**config.mk**
```make
export PLATFORM = sky130hd
export DESIGN_NAME = impulse_capture_flat
export DESIGN_NICKNAME = d
export VERILOG_FILES = /design/src/rtl/impulse_capture_pkg.sv /design/src/rtl/impulse_capture_if.sv /design/src/rtl/capture_buf.sv /design/src/rtl/impulse_capture.sv /design/src/flat_wrapper.sv
export SDC_FILE = /design/constraint.sdc
export NUM_CORES = 1
export LEC_CHECK = 0
export ABC_AREA = 1
export BUFFER_PORTS_ARGS = -buffer_cell sky130_fd_sc_hd__buf_2
export CELL_PAD_IN_SITES_DETAIL_PLACEMENT = 0
export CELL_PAD_IN_SITES_GLOBAL_PLACEMENT = 1
export CORE_MARGIN = 4
export CORE_UTILIZATION = 56
export DETAILED_ROUTE_END_ITERATION = 10
export MAX_ROUTING_LAYER = met4
export PLACE_DENSITY_LB_ADDON = 0.2
export SYNTH_ARGS = -nofsm -noshare
export SYNTH_HDL_FRONTEND = slang
export SYNTH_SLANG_ARGS = --single-unit
```
**constraint.sdc**
```tcl
create_clock -name clk -period 5.1 [get_ports clk]
set_input_delay 0.51 -clock clk [delete_from_list [all_inputs] [get_ports clk]]
set_output_delay 0.51 -clock clk [all_outputs]
set_load 0.01 [all_outputs]
```
**src/rtl/impulse_capture_pkg.sv**
```systemverilog
// impulse_capture_pkg: shared capture states, sample width and magnitude helper
package impulse_capture_pkg;
  localparam int SAMPLE_W = 18;
  typedef enum logic [1:0] {IDLE, ARMED, CAPTURE, READOUT} state_e;
  function automatic logic [SAMPLE_W-1:0] abs_sat(input logic signed [SAMPLE_W-1:0] y);
    return (y == {1'b1, {(SAMPLE_W-1){1'b0}}}) ? {1'b0, {(SAMPLE_W-1){1'b1}}} : (y[SAMPLE_W-1] ? -y : y);
  endfunction
endpackage

```
**src/rtl/impulse_capture_if.sv**
```systemverilog
// impulse_capture_if: sample input and valid/ready readback port of the capture block
interface impulse_capture_if import impulse_capture_pkg::*; #(parameter int WIDTH = SAMPLE_W);
  logic sam_clk_en;
  logic signed [WIDTH-1:0] y_in;
  logic rd_ready;
  logic rd_valid;
  logic signed [WIDTH-1:0] rd_data;
  logic rd_last;
  modport master (output sam_clk_en, y_in, rd_ready, input rd_valid, rd_data, rd_last);
  modport slave (input sam_clk_en, y_in, rd_ready, output rd_valid, rd_data, rd_last);
endinterface

```
**src/rtl/capture_buf.sv**
```systemverilog
// capture_buf: register array with one synchronous write port and an asynchronous read port
module capture_buf #(
  parameter int WIDTH = 18,
  parameter int DEPTH = 64
) (
  input  logic                     clk,
  input  logic                     we,
  input  logic [$clog2(DEPTH)-1:0] waddr,
  input  logic [WIDTH-1:0]         wdata,
  input  logic [$clog2(DEPTH)-1:0] raddr,
  output logic [WIDTH-1:0]         rdata
);
  logic [WIDTH-1:0] mem [DEPTH];
  // storage has no reset; contents are only read after being written by a capture
  always_ff @(posedge clk)
    if (we) mem[waddr] <= wdata;
  assign rdata = mem[raddr];
endmodule

```
**src/rtl/impulse_capture.sv**
```systemverilog
// impulse_capture: threshold-triggered window capture of y with peak tracking and valid/ready readback
module impulse_capture import impulse_capture_pkg::*; #(
  parameter int WIDTH  = SAMPLE_W,
  parameter int DEPTH  = 64,
  parameter int THRESH = 1
) (
  input  logic                     clk,
  input  logic                     reset,
  impulse_capture_if.slave         io,
  input  logic                     arm,
  input  logic                     abort,
  output logic                     busy,
  output logic                     done,
  output logic [WIDTH-1:0]         peak_mag,
  output logic [$clog2(DEPTH)-1:0] peak_idx
);
  localparam int AW = $clog2(DEPTH);
  localparam logic [AW-1:0] LAST = AW'(DEPTH - 1);
  localparam logic [WIDTH-1:0] TH = WIDTH'(THRESH);
  state_e state_q, state_d;
  logic [AW-1:0] wr_ptr_q, wr_ptr_d, rd_ptr_q, rd_ptr_d, peak_idx_q, peak_idx_d, waddr;
  logic [WIDTH-1:0] peak_mag_q, peak_mag_d, mag;
  logic done_q, done_d, we;
  assign mag = abs_sat(io.y_in);
  // next state, buffer write and peak tracking; abort overrides every transition
  always_comb begin
    state_d = state_q;
    wr_ptr_d = wr_ptr_q;
    rd_ptr_d = rd_ptr_q;
    peak_mag_d = peak_mag_q;
    peak_idx_d = peak_idx_q;
    done_d = 1'b0;
    we = 1'b0;
    waddr = (state_q == ARMED) ? '0 : wr_ptr_q;
    case (state_q)
      IDLE: if (arm) begin
        state_d = ARMED;
        peak_mag_d = '0;
        peak_idx_d = '0;
      end
      ARMED: if (io.sam_clk_en && mag >= TH) begin
        we = 1'b1;
        wr_ptr_d = AW'(1);
        peak_mag_d = mag;
        peak_idx_d = '0;
        state_d = CAPTURE;
      end
      CAPTURE: if (io.sam_clk_en) begin
        we = 1'b1;
        wr_ptr_d = wr_ptr_q + 1'b1;
        peak_mag_d = (mag > peak_mag_q) ? mag : peak_mag_q;
        peak_idx_d = (mag > peak_mag_q) ? wr_ptr_q : peak_idx_q;
        state_d = (wr_ptr_q == LAST) ? READOUT : CAPTURE;
      end
      READOUT: if (io.rd_ready) begin
        rd_ptr_d = rd_ptr_q + 1'b1;
        done_d = (rd_ptr_q == LAST);
        state_d = (rd_ptr_q == LAST) ? IDLE : READOUT;
      end
      default: state_d = IDLE;
    endcase
    if (abort) begin
      state_d = IDLE;
      wr_ptr_d = '0;
      rd_ptr_d = '0;
      peak_mag_d = peak_mag_q;
      peak_idx_d = peak_idx_q;
      done_d = 1'b0;
      we = 1'b0;
    end
  end
  // state, pointer and peak registers
  always_ff @(posedge clk or negedge reset)
    if (!reset) begin
      state_q <= IDLE;
      wr_ptr_q <= '0;
      rd_ptr_q <= '0;
      peak_mag_q <= '0;
      peak_idx_q <= '0;
      done_q <= 1'b0;
    end else begin
      state_q <= state_d;
      wr_ptr_q <= wr_ptr_d;
      rd_ptr_q <= rd_ptr_d;
      peak_mag_q <= peak_mag_d;
      peak_idx_q <= peak_idx_d;
      done_q <= done_d;
    end
  capture_buf #(.WIDTH(WIDTH), .DEPTH(DEPTH)) u_buf (
    .clk(clk),
    .we(we),
    .waddr(waddr),
    .wdata(io.y_in),
    .raddr(rd_ptr_q),
    .rdata(io.rd_data)
  );
  assign io.rd_valid = (state_q == READOUT);
  assign io.rd_last = (state_q == READOUT) && (rd_ptr_q == LAST);
  assign busy = (state_q != IDLE);
  assign done = done_q;
  assign peak_mag = peak_mag_q;
  assign peak_idx = peak_idx_q;
endmodule

```
**src/flat_wrapper.sv**
```systemverilog
// flat-port wrapper written by rule: the top's interface ports become plain ports
module impulse_capture_flat import impulse_capture_pkg::*;
#(
  parameter int WIDTH  = SAMPLE_W,
  parameter int DEPTH  = 64,
  parameter int THRESH = 1
)
  (clk, reset, arm, abort, busy, done, peak_mag, peak_idx, io_sam_clk_en, io_y_in, io_rd_ready, io_rd_valid, io_rd_data, io_rd_last);
  impulse_capture_if #(.WIDTH(WIDTH)) io_i ();
  input  logic clk;
  input  logic reset;
  input  logic arm;
  input  logic abort;
  output logic busy;
  output logic done;
  output logic [WIDTH-1:0] peak_mag;
  output logic [$clog2(DEPTH)-1:0] peak_idx;
  input wire logic [$bits(io_i.sam_clk_en)-1:0] io_sam_clk_en;
  input wire logic [$bits(io_i.y_in)-1:0] io_y_in;
  input wire logic [$bits(io_i.rd_ready)-1:0] io_rd_ready;
  output wire logic [$bits(io_i.rd_valid)-1:0] io_rd_valid;
  output wire logic [$bits(io_i.rd_data)-1:0] io_rd_data;
  output wire logic [$bits(io_i.rd_last)-1:0] io_rd_last;
  assign io_i.sam_clk_en = io_sam_clk_en;
  assign io_i.y_in = io_y_in;
  assign io_i.rd_ready = io_rd_ready;
  assign io_rd_valid = io_i.rd_valid;
  assign io_rd_data = io_i.rd_data;
  assign io_rd_last = io_i.rd_last;
  impulse_capture #(.WIDTH(WIDTH), .DEPTH(DEPTH), .THRESH(THRESH)) u_core (.clk(clk), .reset(reset), .io(io_i), .arm(arm), .abort(abort), .busy(busy), .done(done), .peak_mag(peak_mag), .peak_idx(peak_idx));
endmodule
```
# --- After elaboration in Yosys (flattened, before gate mapping) ---
# Memories as Yosys holds them, arrays and structs flattened.
# Cells that the tools add are included.
totals:
  n_memories: 1
  output_inout_bits: 46
  regBits: 39
  wordCells: 76
  ramBits: 1152
memory_table:
  columns: ["memory", "words", "word_bits", "read_ports", "rd_clocked_by_memory_dff", "wr", "line", "text"]
  rows:
  - ["u_core.u_buf.mem", 64, 18, 1, 0, 1, "capture_buf.sv:13", "logic [WIDTH-1:0] mem [DEPTH];"]
classes:
  order_cmp: 2
  n_mux: 37
  bitwise_logic: 1
  n_reduce_logical: 12
  eq_ne: 14
  n_addsub: 3
ops:
  columns: ["op", "count"]
  rows:
  - ["18-bit 2-to-1 mux", 6]
  - ["6-bit 2-to-1 mux", 11]
  - ["18-bit one-hot mux with 3 select lines", 1]
  - ["18-bit equality test (second input constant)", 1]
  - ["18-bit by 1-bit greater-or-equal comparator with 1-bit output (second input constant)", 1]
  - ["18-bit greater-than comparator", 1]
  - ["18-bit negator", 1]
  - ["6-bit one-hot mux with 3 select lines", 1]
  - ["6-bit by 1-bit adder with 6-bit output (second input constant)", 2]
  - ["6-bit equality test (second input constant)", 2]
  - ["2-bit 2-to-1 mux", 6]
  - ["3-bit inequality test (second input constant)", 4]
  - ["6-bit one-hot mux with 2 select lines", 1]
  - ["1-bit 2-to-1 mux", 9]
  - ["2-bit one-hot mux with 4 select lines", 1]
  - ["2-bit inequality test (second input constant)", 3]
  - ["6-bit AND reduction", 1]
  - ["2-bit nonzero test", 3]
  - ["3-bit nonzero test", 2]
  - ["2-bit equality test (second input constant)", 2]
  - ["4-bit AND reduction", 1]
  - ["3-bit AND reduction", 1]
  - ["2-bit by 1-bit equality test with 1-bit output (second input constant)", 1]
  - ["1-bit logical AND", 2]
  - ["other kinds (5)", 5]

# --- Logic depth before layout (Yosys ltp) ---
# Gate-level depths: netlist (run 1).
depth:
  ltp_word: 10
  ltp_mapped: 22

# --- By module ---
# Synthesis (run 1) repeated with hierarchy kept, for this count alone.
hier_totals:
  cells_unflattened: 4443
  area_unflattened_um2: 50404.6
modules_own_cells:
  columns: ["module", "cells_per_inst", "area_per_inst_um2", "instances"]
  rows:
  - ["capture_buf", 3924, 47065.1, 1]
  - ["impulse_capture", 519, 3339.5, 1]

# --- Worst setup path before layout (run 1) ---
# No wires, ideal clock.
synth_path:
  path_type: "input to register"
  start: "input io_y_in[0]"
  end: "memory u_core.u_buf.mem[10][0], enable pin"
  required_time_ns: 4.707
  path_stages: 15
  setup_slack_ns: 1.824
  arrival_time_ns: 2.884
  setup_time_ns: 0.393
  n_path_buf: 1
  cell_sequence: "inv_1 > ha_1 > nand2_4 > nor2_8 > nand4_4 > nand3_2 > nor2_1 > nand2_1 > nor2_2 > nand2_2 > nand3_2 > o21ai_2 > nand3_4 > buf_6 > nor2_1"
synth_via:
  elab_chain_len: 10
synth_lines:
  columns: ["element", "line", "text"]
  rows:
  - ["from (decl)", "flat_wrapper.sv:19", "input wire logic [$bits(io_i.y_in)-1:0] io_y_in;"]
  - ["18-bit negator", "impulse_capture_pkg.sv:6", "return (y == {1'b1, {(SAMPLE_W-1){1'b0}}}) ? {1'b0, {(SAMPLE_W-1){1'b1}}} : (y[SAMPLE_W-1] ? -y : y);"]
  - ["18-bit 2-to-1 mux", "impulse_capture_pkg.sv:6", null]
  - ["18-bit 2-to-1 mux *", "impulse_capture_pkg.sv:6", null]
  - ["18-bit by 1-bit greater-or-equal comparator with 1-bit output *", "impulse_capture.sv:41", "ARMED: if (io.sam_clk_en && mag >= TH) begin"]
  - ["1-bit logical AND *", "impulse_capture.sv:41", null]
  - ["1-bit 2-to-1 mux *", "impulse_capture.sv:41", null]
  - ["1-bit one-hot mux with 2 select lines *", "impulse_capture.sv:35", "case (state_q)"]
  - ["1-bit 2-to-1 mux *", "impulse_capture.sv:62", "if (abort) begin"]
  - ["1-bit 2-to-1 mux *", "capture_buf.sv:16", "if (we) mem[waddr] <= wdata;"]
  - ["1-bit 2-to-1 mux (not written as such) *", "capture_buf.sv:16", null]
  - ["to (decl)", "capture_buf.sv:13", null]
# Mark *: on every way between the ends. The rest lies on a longest branch, timed or not.

# --- Final worst setup path (run 1) ---
layout_path:
  start: "register u_core.rd_ptr_q[0]"
  end: "output io_rd_data[8]"
layout_via:
  elab_chain_len: 1
layout_lines:
  columns: ["element", "line", "text"]
  rows:
  - ["from (decl)", "impulse_capture.sv:21", "logic [AW-1:0] wr_ptr_q, wr_ptr_d, rd_ptr_q, rd_ptr_d, peak_idx_q, peak_idx_d, waddr;"]
  - ["from (signal assigned)", "impulse_capture.sv:84", "rd_ptr_q <= rd_ptr_d;"]
  - ["memory read 64 x 18 bit", null, null]
  - ["to (decl)", "flat_wrapper.sv:22", "output wire logic [$bits(io_i.rd_data)-1:0] io_rd_data;"]
# Every way passes these cells.

==> results of run 1 <==
worst paths after layout:
kind	start	end	slack [ps]	cells past startpoint
worst max register to register	u_core.state_q[1]	u_core.u_buf.mem[60][10]	1680	8
worst min register to register	u_core.peak_idx[5]	u_core.peak_idx[5]	490	2
max in group asynchronous	reset	u_core.rd_ptr_q[1]	3770	2
min in group asynchronous	reset	u_core.peak_mag[7]	560	2
worst max-delay path	u_core.rd_ptr_q[0]	io_rd_data[8]	390	8
worst min-delay path	abort	u_core.rd_ptr_q[4]	130	2
repair_timing:
item / CTS / global route
hold buffers: 1 / 0
hold endpoints to repair: 11 / 0
gates resized for setup: 0 / 0
per-layer routing:
metal | GRT usage [%] | up-vias | share of wire (%)
li1 | - | 14200 | -
met1 | 42.8 | 16100 | 40
met2 | 47.3 | 1652 | 47
met3 | 4.65 | 243 | 9.7
met4 | 9.63 | 0 | 3.3
met5 | - | - | 0
cells in the final DEF, fill, tap and decap left out, types with 21 or more instances in the layout:
master | Yosys | routed
o22ai_1 | 177 | 177
buf_2 | 28 | 68
inv_1 | 67 | 64
clkbuf_1 | 216 | 22
nor2_2 | 4 | 40
clkinv_1 | 1 | 21
o21ai_2 | 21 | 21
nor2_1 | 697 | 660
clkinv_2 | 0 | 22
nand3_1 | 127 | 127
nand2_1 | 269 | 269
ha_1 | 25 | 25
dfrtp_1 | 39 | 36
o211ai_1 | 33 | 33
edfxtp_1 | 1152 | 1152
o221ai_1 | 112 | 112
clkbuf_16 | 0 | 119
o21ai_0 | 598 | 598
a21oi_1 | 92 | 92
nand2_2 | 21 | 21
buf_4 | 3 | 121
registers in the layout, summed over array words and instances (netlist names):
name	cells
u_core.rd_ptr_q	6
u_core.state_q	2
u_core.peak_mag	18
u_core.peak_idx	6
u_core.wr_ptr_q	6
u_core.done	1
u_core.u_buf.mem	1152
per-stage QoR:
| step | utilization [%] | std cells | worst slack, ps | hold WS [ps] |
|---|---|---|---|---|
| 6_report | 63.3 | 5076 | 393 | 129 |
| 5_1_grt | 63.3 | 5074 | 196 | 102 |
| 4_1_cts | 63.3 | 5071 | 389 | 80.1 |
| 3_5_place_dp | 58.8 | 4858 | 693 | 472 |
| 3_3_place_gp | 58.8 | 4858 | 736 | 465 |
| 2_1_floorplan | - | 3776 | 1820 | 214 |
worst register-to-register path: cells and delay by family, from the launching register on:
family	cells	cell delay, ps
flip-flops	1	410
buffers and inverters	3	640
AND/OR/NAND/NOR	4	1650
adder cells (fa/ha/maj)	1	350
logic make-up (layout without fill, tap and decap cells):
group / count (synthesis) / after routing / share of synthesized area, %
flops: 1191 / 1191 / 73.6
simple gates: 1151 / 1151 / 9.76
compound gates: 1072 / 1072 / 13.0
buf+inv: 336 / 487 / 2.88
fa+ha+maj: 25 / 25 / 0.648
xor+xnor: 1 / 1 / 0.0181
other cells: 0 / 5 / 0
layout make-up:
cell class	instances	area, µm²
Sequential cell	1191	35600
Timing Repair Buffer	202	1500
Clock inverter	69	732
Clock buffer	143	3090
Antenna cell	5	12.5
Tap cell	1144	1430
Fill cell	6458	31300
Inverter	73	289
Multi-Input combinational cell	2249	11400
power by group:
part | switching, W | internal (W)
registers | 0.0000932 | 0.0108
logic | 0.00145 | 0.000505
clock network | 0.00360 | 0.00499
==> impl_metrics.py, run 1 <==
metrics = {
    "status": {
        "status": "completed",
    },
    "synthesis": {
        "synthArstFlopShare_pct": 3.27,
        "synth.most_common_cell": "edfxtp_1",
        "synth_area_leaders": "edfxtp_1 72%, o21ai_0 6.2%, nor2_1 5.4%",
        "ys_seq_elements": 1191,
        "yosysTopAreaCell": "edfxtp_1",
        "syn_nets": 3825,
        "synth_cells": 3776,
        "synth_top_area_share_pct": 71.6,
        "synth_common_cells": "1152 x edfxtp_1, 697 x nor2_1, 598 x o21ai_0",
        "ys_seq_area_share_pct": 73.6,
        "synth_edf_count": 1152,
        "synthesis.area_mm2": 0.0483,
        "yosysWarningCount": 0,
        "yosysUniqueCellTypes": 39,
        "syn_avg_cell_area_um2": 12.8,
        "synth_ff_type": "edfxtp_1",
    },
    "route": {
        "routed_via_density": 6.34,
        "wirelength_um": 137000,
        "drtPass1Iterations": 9,
        "drtIter0Drc": 4483,
        "postRouteAntennaNets": 0,
        "drc": 0,
        "routedWlPerCell_um": 26.9,
        "vias": 32200,
    },
    "cts": {
        "worstSkewPairLatency_ps": 690,
        "cts-root-buf": "clkbuf_16",
        "postCtsSetupRepairBufs": 0,
        "clockBufferDepth": 3,
        "cts_buffers": 117,
        "htree_levels": 3,
        "clock-sinks": 1191,
        "cts_tree": "yes",
        "clk_pin_slew_ps": 60,
    },
    "critical_path": {
        "path_cells": "inv_8 -> buf_4 -> o21ai_0 -> o221ai_1 -> o211ai_1 -> nand3_1 -> a32o_1 -> buf_2",
        "critPathTopFamily": "buffers and inverters",
        "crit_buf_inv": 3,
        "crit_path_end_kind": "primary output",
        "worstPathArrival_ps": 4200,
        "slowest_stage": "dfrtp_4",
        "path_max_fanout": 124,
        "path_class": "reg -> out",
        "required_ps": 4590,
        "critPathLaunchType": "flip-flop",
        "crit_path_max_incr_delay_ps": 730,
    },
    "timing": {
        "rsz0062_at_grt": "false",
        "slew_headroom_pct": 20.9,
        "finalClockSkew_ps": 24.1,
        "worst_slew_pin_slew_ps": 1190,
        "setup_viol": 0,
        "clock.fmax_mhz": 212,
        "fin_crit_sh_pct": 92.3,
        "finalSetupTns_ps": 0,
        "hold_viol_final": 0,
        "fin_crit_ps": 4710,
        "finalMaxSlewViolations": 0,
    },
    "floorplan": {
        "start_util_pct": 56.5,
        "fp.dieArea_mm2": 0.0910,
        "core_mm2": 0.0854,
        "io_pins": 70,
        "num_rows": 107,
        "die_height_um": 302,
        "die_width_um": 302,
    },
    "pwr": {
        "leakage_nw": 17.9,
        "power_density_mw_per_mm2": 397,
        "ir_worst_vdd_v": 0.000287,
        "p_total_w": 0.0215,
    },
    "grt": {
        "grt_pass1_vias": 30600,
        "antenna_found_initial": 6,
        "grtUsageTotal_pct": 30.7,
        "grt_max_degree": 218,
        "grt_pass1_wl_um": 200000,
        "grt.overflow.total": 0,
    },
    "placement": {
        "dp_hpwl_um": 79500,
        "postPlaceCellArea_mm2": 0.0502,
        "gp_congestion": 0.885,
        "portBuffers": 69,
    },
    "flow_run": {
        "drv_cap": 0,
    },
    "worst_hold_path": {
        "hold_path.class": "in -> reg",
    },
    "final_layout": {
        "fin_area_mm2": 0.0541,
        "nNetsFinal": 3883,
        "areaGrowthSynthToFinish_pct": 12.0,
        "drive_gt1_share_pct": 12.3,
    },
}
Power figures use the tool's default switching activity.
==> run 2: changes to the inputs <==
--- a/config.mk
+++ b/config.mk
@@ -13,7 +13,7 @@
 export CORE_UTILIZATION = 56
 export DETAILED_ROUTE_END_ITERATION = 10
 export MAX_ROUTING_LAYER = met4
-export PLACE_DENSITY_LB_ADDON = 0.2
+export PLACE_DENSITY_LB_ADDON = 0.1
 export SYNTH_ARGS = -nofsm -noshare
 export SYNTH_HDL_FRONTEND = slang
 export SYNTH_SLANG_ARGS = --single-unit
==> run 2 against run 1 <==
Against the previous run: largest power group unchanged; global-route usage is 1.4 points higher; sequential cell count is the same; clock skew down 3.4 ps; count of clock-buffer cells in the layout fell by 4; cell count increased by 0.22%; utilization up 0.42 points; worst setup slack improved by 88 ps; design area is 0.66% higher; total power rose by 3.1%.
==> impl_metrics.py, run 2 (synthesis gave the netlist of run 1 again) <==
metrics = {
    "final_layout": {
        "layout_commonest_cell": "edfxtp_1",
        "regArea_mm2": 0.0356,
        "largest_reg_flops": 1152,
        "multi_input_area_mm2": 0.0115,
        "nNetsFinal": 3881,
        "areaGrowthSynthToFinish_pct": 12.7,
        "fill_cells": 6501,
        "layout_common_cells": "1152 x edfxtp_1, 649 x nor2_1, 598 x o21ai_0",
        "drive_gt1_share_pct": 13.0,
        "top_register": "u_core.u_buf.mem",
    },
    "grt": {
        "grt_pass1_vias": 30500,
        "antenna_found_initial": 12,
        "grt_max_degree": 203,
        "grtUsageTotal_pct": 32.0,
        "grt.overflow.total": 0,
        "grt_pass1_wl_um": 207000,
    },
    "timing": {
        "hold_viol_final": 0,
        "fin_crit_ps": 4620,
        "fin_crit_sh_pct": 90.6,
        "finalClockSkew_ps": 20.7,
        "worst_slew_pin_slew_ps": 1190,
        "worst_slack_ps": 481,
        "rsz0062_at_grt": "false",
        "clock.fmax_mhz": 217,
        "finalSetupTns_ps": 0,
        "slew_headroom_pct": 19.8,
        "setup_viol": 0,
        "finalMaxSlewViolations": 0,
    },
    "status": {
        "status": "completed",
    },
    "route": {
        "met3WireLength_um": 13500,
        "wirelength_um": 143000,
        "top_layer": "met4",
        "drtIter0Drc": 4238,
        "routedWlPerCell_um": 28.1,
        "wl_met1_um": 57200,
        "postRouteAntennaNets": 0,
        "drc": 0,
        "wl_met2_um": 66800,
        "vias": 32300,
        "drtPass1Iterations": 6,
        "routed_via_density": 6.35,
    },
    "cts": {
        "post_cts_resized": 0,
        "htree_levels": 3,
        "postCtsSetupRepairBufs": 0,
        "clockBufferDepth": 3,
        "postCtsHoldBufs": 1,
        "clk_pin_slew_ps": 60,
        "cts_tree": "yes",
        "worstSkewPairLatency_ps": 670,
        "cts-root-buf": "clkbuf_16",
        "cts_buffers": 119,
        "clock-sinks": 1191,
    },
    "floorplan": {
        "num_rows": 107,
        "io_pins": 70,
        "die_height_um": 302,
        "start_util_pct": 56.5,
        "die_width_um": 302,
        "fp.dieArea_mm2": 0.0910,
        "core_mm2": 0.0854,
    },
    "pwr": {
        "leakage_nw": 18.0,
        "power_density_mw_per_mm2": 406,
        "ir_worst_vdd_v": 0.000314,
    },
    "critical_path": {
        "critPathLaunchType": "flip-flop",
        "path_class": "reg -> out",
        "path_max_fanout": 118,
        "crit_path_end_kind": "primary output",
        "worstPathArrival_ps": 4110,
        "required_ps": 4590,
    },
    "placement": {
        "dp_hpwl_um": 82800,
        "dpl_worst_slack_ps": 975,
        "gp_congestion": 0.901,
        "portBuffers": 69,
    },
    "flow_run": {
        "drv_cap": 0,
    },
    "worst_hold_path": {
        "hold_path.class": "in -> reg",
    },
}
-- run 2: cell count changes in the layout (fill, tap and decap cells not counted), moves of 3 or more --
cell / change
diode_2: +3
bufinv_16: +8
nor2_1: -11
buf_4: -6
clkbuf_1: -9
clkinv_2: +6
clkbuf_16: +3
nor2_2: +11
-- run 2: layout make-up --
class,instances,area share [%]
Timing Repair Buffer,198,2.72
Sequential cell,1191,65.4
Antenna cell,8,0.0368
Multi-Input combinational cell,2249,21.1
Clock inverter,85,1.85
Clock buffer,139,5.80
Tap cell,1144,2.63
Inverter,73,0.531
-- run 2: path summary, 6_finish.rpt --
path	start	end	slack [ps]	cells after the start
setup / recovery	u_core.rd_ptr_q[1]	io_rd_data[16]	480	8
hold / removal	abort	u_core.rd_ptr_q[4]	90	2
setup reg to reg	u_core.state_q[1]	u_core.u_buf.mem[34][7]	1620	7
hold reg to reg	u_core.peak_idx[5]	u_core.peak_idx[5]	490	2
max in group asynchronous	reset	u_core.rd_ptr_q[0]	3900	2
min in group asynchronous	reset	u_core.peak_mag[13]	520	2
-- run 2: critical path, cell delays in order (launching register included) --
cell     delay (ps)
dfrtp_4         730
inv_8           610
buf_4           570
o21ai_0         210
o22ai_1         370
nand2_1         160
nand3_1         320
a32o_1          260
buf_2           140
-- run 2: through the flow --
| stage | total power, W | instances | hold WS (ps) | area (µm²) | util (%) |
|---|---|---|---|---|---|
| after floorplan | 0.0123 | 3776 | 214 | 48300 | - |
| after global placement | 0.0130 | 4854 | 465 | 50200 | 58.8 |
| after detailed placement | 0.0131 | 4854 | 473 | 50200 | 58.8 |
| after CTS | 0.0222 | 5079 | 67.2 | 54400 | 63.7 |
| after global routing | 0.0228 | 5086 | 83.5 | 54400 | 63.7 |
| final | 0.0221 | 5087 | 92.5 | 54400 | 63.7 |
-- run 2: report_power, final --
part	internal (W)	switching [W]	leakage [nW]
clock network	0.00553	0.00371	2.03
logic	0.000512	0.00147	5.12
registers	0.0108	0.0000820	10.9
-- run 2: layer usage --
layer,track usage (%),vias up
met1,44.3,16100
met3,5.64,276
met4,11.0,0
met5,-,-
met2,48.8,1730
li1,-,14200
